## config.mk

```make
export PLATFORM = sky130hd
export DESIGN_NAME = l2_line_responder
export DESIGN_NICKNAME = d
export VERILOG_FILES = /design/src/rtl/l2_line_responder.sv
export SDC_FILE = /design/constraint.sdc
export NUM_CORES = 1
export LEC_CHECK = 0
export BUFFER_PORTS_ARGS = -buffer_cell sky130_fd_sc_hd__buf_2
export CAP_MARGIN = 10
export CELL_PAD_IN_SITES_DETAIL_PLACEMENT = 1
export CELL_PAD_IN_SITES_GLOBAL_PLACEMENT = 2
export CORE_UTILIZATION = 27
export CTS_BUF_LIST = sky130_fd_sc_hd__clkbuf_4
export DETAILED_ROUTE_END_ITERATION = 10
export PLACE_DENSITY = 0.82
export SLEW_MARGIN = 20
export SYNTH_ARGS = -nofsm -noshare
export SYNTH_HDL_FRONTEND = slang
export SYNTH_SLANG_ARGS = --single-unit
```

## constraint.sdc

```tcl
create_clock -name clk -period 2.1 [get_ports clk]
set_clock_uncertainty 0.1 [all_clocks]
set_input_delay 0 -clock clk [delete_from_list [all_inputs] [get_ports clk]]
set_output_delay 0 -clock clk [all_outputs]
set_load 0.005 [all_outputs]
```

## src/rtl/l2_line_responder.sv

```systemverilog
// l2_line_responder: serves one full-line read or write at a time as a fixed burst of narrow memory beats
module l2_line_responder #(
    parameter int BEATS  = 4,
    parameter int BEAT_W = 64,
    localparam int LINE_W = BEATS * BEAT_W,
    localparam int CW     = (BEATS > 1) ? $clog2(BEATS) : 1
) (
    input  logic              clk,
    input  logic              rst_n,
    input  logic              line_read,
    input  logic              line_write,
    input  logic [31:0]       line_addr,
    input  logic [LINE_W-1:0] line_wdata,
    output logic [LINE_W-1:0] line_rdata,
    output logic              line_resp,
    output logic              burst_read,
    output logic              burst_write,
    output logic [31:0]       burst_addr,
    output logic [BEAT_W-1:0] burst_wdata,
    input  logic [BEAT_W-1:0] burst_rdata,
    input  logic              burst_resp
);
    typedef enum logic [1:0] {IDLE, RD_BURST, WR_BURST, DONE} state_t;
    state_t                       state_q, state_d;
    logic [CW-1:0]                beat_cnt;
    logic [31:0]                  addr_q;
    logic [BEATS-1:0][BEAT_W-1:0] wbuf, rbuf;
    logic                         last_beat, accept, in_burst, addr_lsb_unused;
    assign last_beat       = beat_cnt == CW'(BEATS - 1);
    assign accept          = state_q == IDLE && (line_read || line_write);
    assign in_burst        = state_q == RD_BURST || state_q == WR_BURST;
    assign burst_addr      = addr_q;
    assign burst_wdata     = wbuf[beat_cnt];
    assign line_rdata      = rbuf;
    assign addr_lsb_unused = ^line_addr[4:0];
    always_comb begin
        state_d     = state_q;
        burst_read  = 1'b0;
        burst_write = 1'b0;
        line_resp   = 1'b0;
        case (state_q)
            IDLE: state_d = line_read ? RD_BURST : line_write ? WR_BURST : IDLE;
            RD_BURST: begin
                burst_read = 1'b1;
                state_d    = (burst_resp && last_beat) ? DONE : RD_BURST;
            end
            WR_BURST: begin
                burst_write = 1'b1;
                state_d     = (burst_resp && last_beat) ? DONE : WR_BURST;
            end
            default: begin
                line_resp = 1'b1;
                state_d   = IDLE;
            end
        endcase
    end
    // read wins a simultaneous request, so the write buffer is only loaded for a pure write
    always_ff @(posedge clk) begin
        if (!rst_n) begin
            state_q  <= IDLE;
            beat_cnt <= '0;
            addr_q   <= '0;
            wbuf     <= '0;
            rbuf     <= '0;
        end else begin
            state_q <= state_d;
            if (accept) begin
                addr_q   <= {line_addr[31:5], 5'b0};
                beat_cnt <= '0;
            end
            if (accept && !line_read) wbuf <= line_wdata;
            if (in_burst && burst_resp && !last_beat) beat_cnt <= beat_cnt + 1'b1;
            if (state_q == RD_BURST && burst_resp) rbuf[beat_cnt] <= burst_rdata;
        end
    end
endmodule

```

==> impl_metrics.toml <==
[place]
place_hpwl_um = 57300
gp_congestion = 0.813
dpl_worst_slack_ns = 0.157
io_buffer_count = 701

[synthesis]
synthCells = 2458
synth.most_common_cell = "nand2_1"
seq_area_frac_synth = 0.499
synth_cell_types = 25
ys_warn_count = 0
ys_top_cells_by_area = "dfxtp_1 (50%), nand2_1 (19%), a21boi_0 (11%)"
synth.top_cell.area_share = 0.499
synth-async-reset-ratio = 0
ys.flop_type = "dfxtp_1"
synth-edff-count = 0
syn_area_um2 = 21800
postSynthRegisterBits = 543
synth_area_per_cell_um2 = 8.87
synth_area_leader_cell = "dfxtp_1"
ys_top_cells_by_count = "nand2_1 (1083), dfxtp_1 (543), a21boi_0 (311)"

[sta]
report.final.slew_viol_count = 0
rsz0062_at_grt = "yes"
setup_viol = 65
slew_headroom = 0.634
hold_ws_ns = 0.197
fin_ws_ns = -0.410
max_freq_mhz = 398
hold_viol_final = 0
finalWorstPathRequiredPeriod_ns = 2.51
fin_tns_setup_ns = -20.09
finalCritPeriodShare = 1.20
tightest_slew_ns = 0.548

[status]
status = "complete, but fails checks"
violations = "setup timing"

[setup_path]
required_ns = 2.00
crit_type = "reg2out"
arrival_ns = 2.41
crit_fanout = 12
worstSetupEndpointType = "primary output"
start_kind = "register"

[route]
avgViaCountPerCell = 4.81
met1_length_um = 41700
drc = 0
routed.top_layer = "met5"
wl_um = 113000
wl_per_cell_um = 22.1
firstDrtPassIters = 5
met3_length_um = 8380
detail-route-antenna-nets = 0
detail_route.iter0.violations = 1146
dr_total_vias = 24600
wl_met2_um = 56000

[floorplanning]
dieArea_um2 = 81900
row_count = 103
die_h_um = 286
die_x_um = 286
io_pins = 712
core_area_um2 = 79400
start_util = 0.275

[final_layout]
area_growth_pct = 67.0
layout.nets = 4305
postLayoutCoreUtil = 0.459
drive_above_1_share = 0.282

[cts]
clock_sinks = 543
clkLatencyLatePin_ns = 0.92
htree_num_levels = 4
cts_tree = "done"
cts_root_buffer = "clkbuf_4"
cts-buffers-inserted = 158
clk_pin_slew_worst_paths_ns = 0.07
clk_path_buf_depth = 3

[power_and_ir_drop]
ir_drop_mv = 0.380
total_power_uw = 25300
p_per_area_nw_per_um2 = 696
leakage_uw = 0.0151

[grt]
grt_overflow = 0
grt_pass1_wl_um = 160000
antenna_found_initial = 10
track_usage = 0.253
grt_max_degree = 118
grt_pass1_vias = 27100

[hold_path]
worstHoldPathType = "in2reg"

[run]
maxCapViolCount = 0
[layer usage]
layer | GRT usage | vias to the layer above
met2 | 0.446 | 1148
met1 | 0.271 | 12000
met3 | 0.0695 | 427
met5 | 0 | -
met4 | 0.145 | 2
li1 | - | 11100
[layout by cell type, fill, tap and decap left out, types with 3 or more instances in the layout]
cell type      synthesis  layout
dfxtp_1              543     540
conb_1                 1       5
inv_1                  4       4
and3_2                 0       4
buf_6                 24      36
clkbuf_16              0       7
diode_2                0      12
nand2_1             1083    1083
a21boi_0             311     309
clkbuf_4               0     242
clkinv_2               0       3
buf_12                 0      36
buf_2                 57     669
buf_16                 0       6
ha_1                   8       5
dlygate4sd3_1          0     706
clkinv_1               0      17
clkinvlp_4             0       6
inv_6                  0       4
buf_4                 32      51
mux4_2                64      64
a21boi_1             228     230
[metrics by stage]
stage	area [um^2]	cells
finish	36400	5116
global route	36400	5115
CTS	35900	5088
detailed placement	26600	4096
global placement	26600	4096
floorplan	21800	2462
[flip-flops by register name, summed over array words and instances (netlist names)]
name,cells
burst_addr,27
state_q,2
line_rdata,256
wbuf,256
beat_cnt,2
[final timing paths]
kind / from / end / slack, ns / cells past startpoint
max: beat_cnt[1]$_SDFFE_PN0P_ / burst_wdata[34] / -0.41 / 3
min reg2reg: line_rdata[251]$_SDFFE_PN0P_ / line_rdata[251]$_SDFFE_PN0P_ / 0.36 / 2
min: line_write / wbuf[11]$_SDFFE_PN0P_ / 0.20 / 6
max reg2reg: state_q[1]$_SDFF_PN0_ / wbuf[56]$_SDFFE_PN0P_ / -0.02 / 7
[logic make-up after synthesis]
| logic type | Yosys count | share of synthesized area |
|---|---|---|
| AND/OR/NAND/NOR | 1098 | 0.192 |
| buffers and inverters | 199 | 0.0513 |
| AO/OA/AOI/OAI | 545 | 0.187 |
| multiplexers | 64 | 0.0661 |
| flip-flops | 543 | 0.499 |
| other | 1 | 0.000172 |
| adder cells (fa/ha/maj) | 8 | 0.00459 |
[critical path, cell delays in order (launching register included)]
cell and delay [ns]:
dfxtp_4 0.45, buf_16 0.22, mux4_2 0.63, buf_6 0.17
[power by group]
part / switching, uW / leakage (uW) / internal, uW
combinational: 1850 / 0.00951 / 2080
sequential: 257 / 0.00441 / 10700
clock: 5220 / 0.00118 / 5260
[layout make-up]
type | instances | area (um^2)
Antenna cell | 12 | 30.0
Clock buffer | 242 | 1820
Clock inverter | 32 | 179
Fill cell | 9362 | 43000
Inverter | 4 | 15.0
Multi-Input combinational cell | 1720 | 9870
Sequential cell | 543 | 10900
Tap cell | 1050 | 1310
Timing Repair Buffer | 1513 | 12300
[repair_timing]
| item | CTS | global route |
|---|---|---|
| hold buffers | 707 | 0 |
| resized for setup | 17 | 47 |
| setup endpoints to repair | 65 | 76 |
| setup buffers | 7 | 8 |
| hold endpoints to repair | 543 | 0 |
| gates cloned | 4 | 8 |
Power figures use the tool's default switching activity.
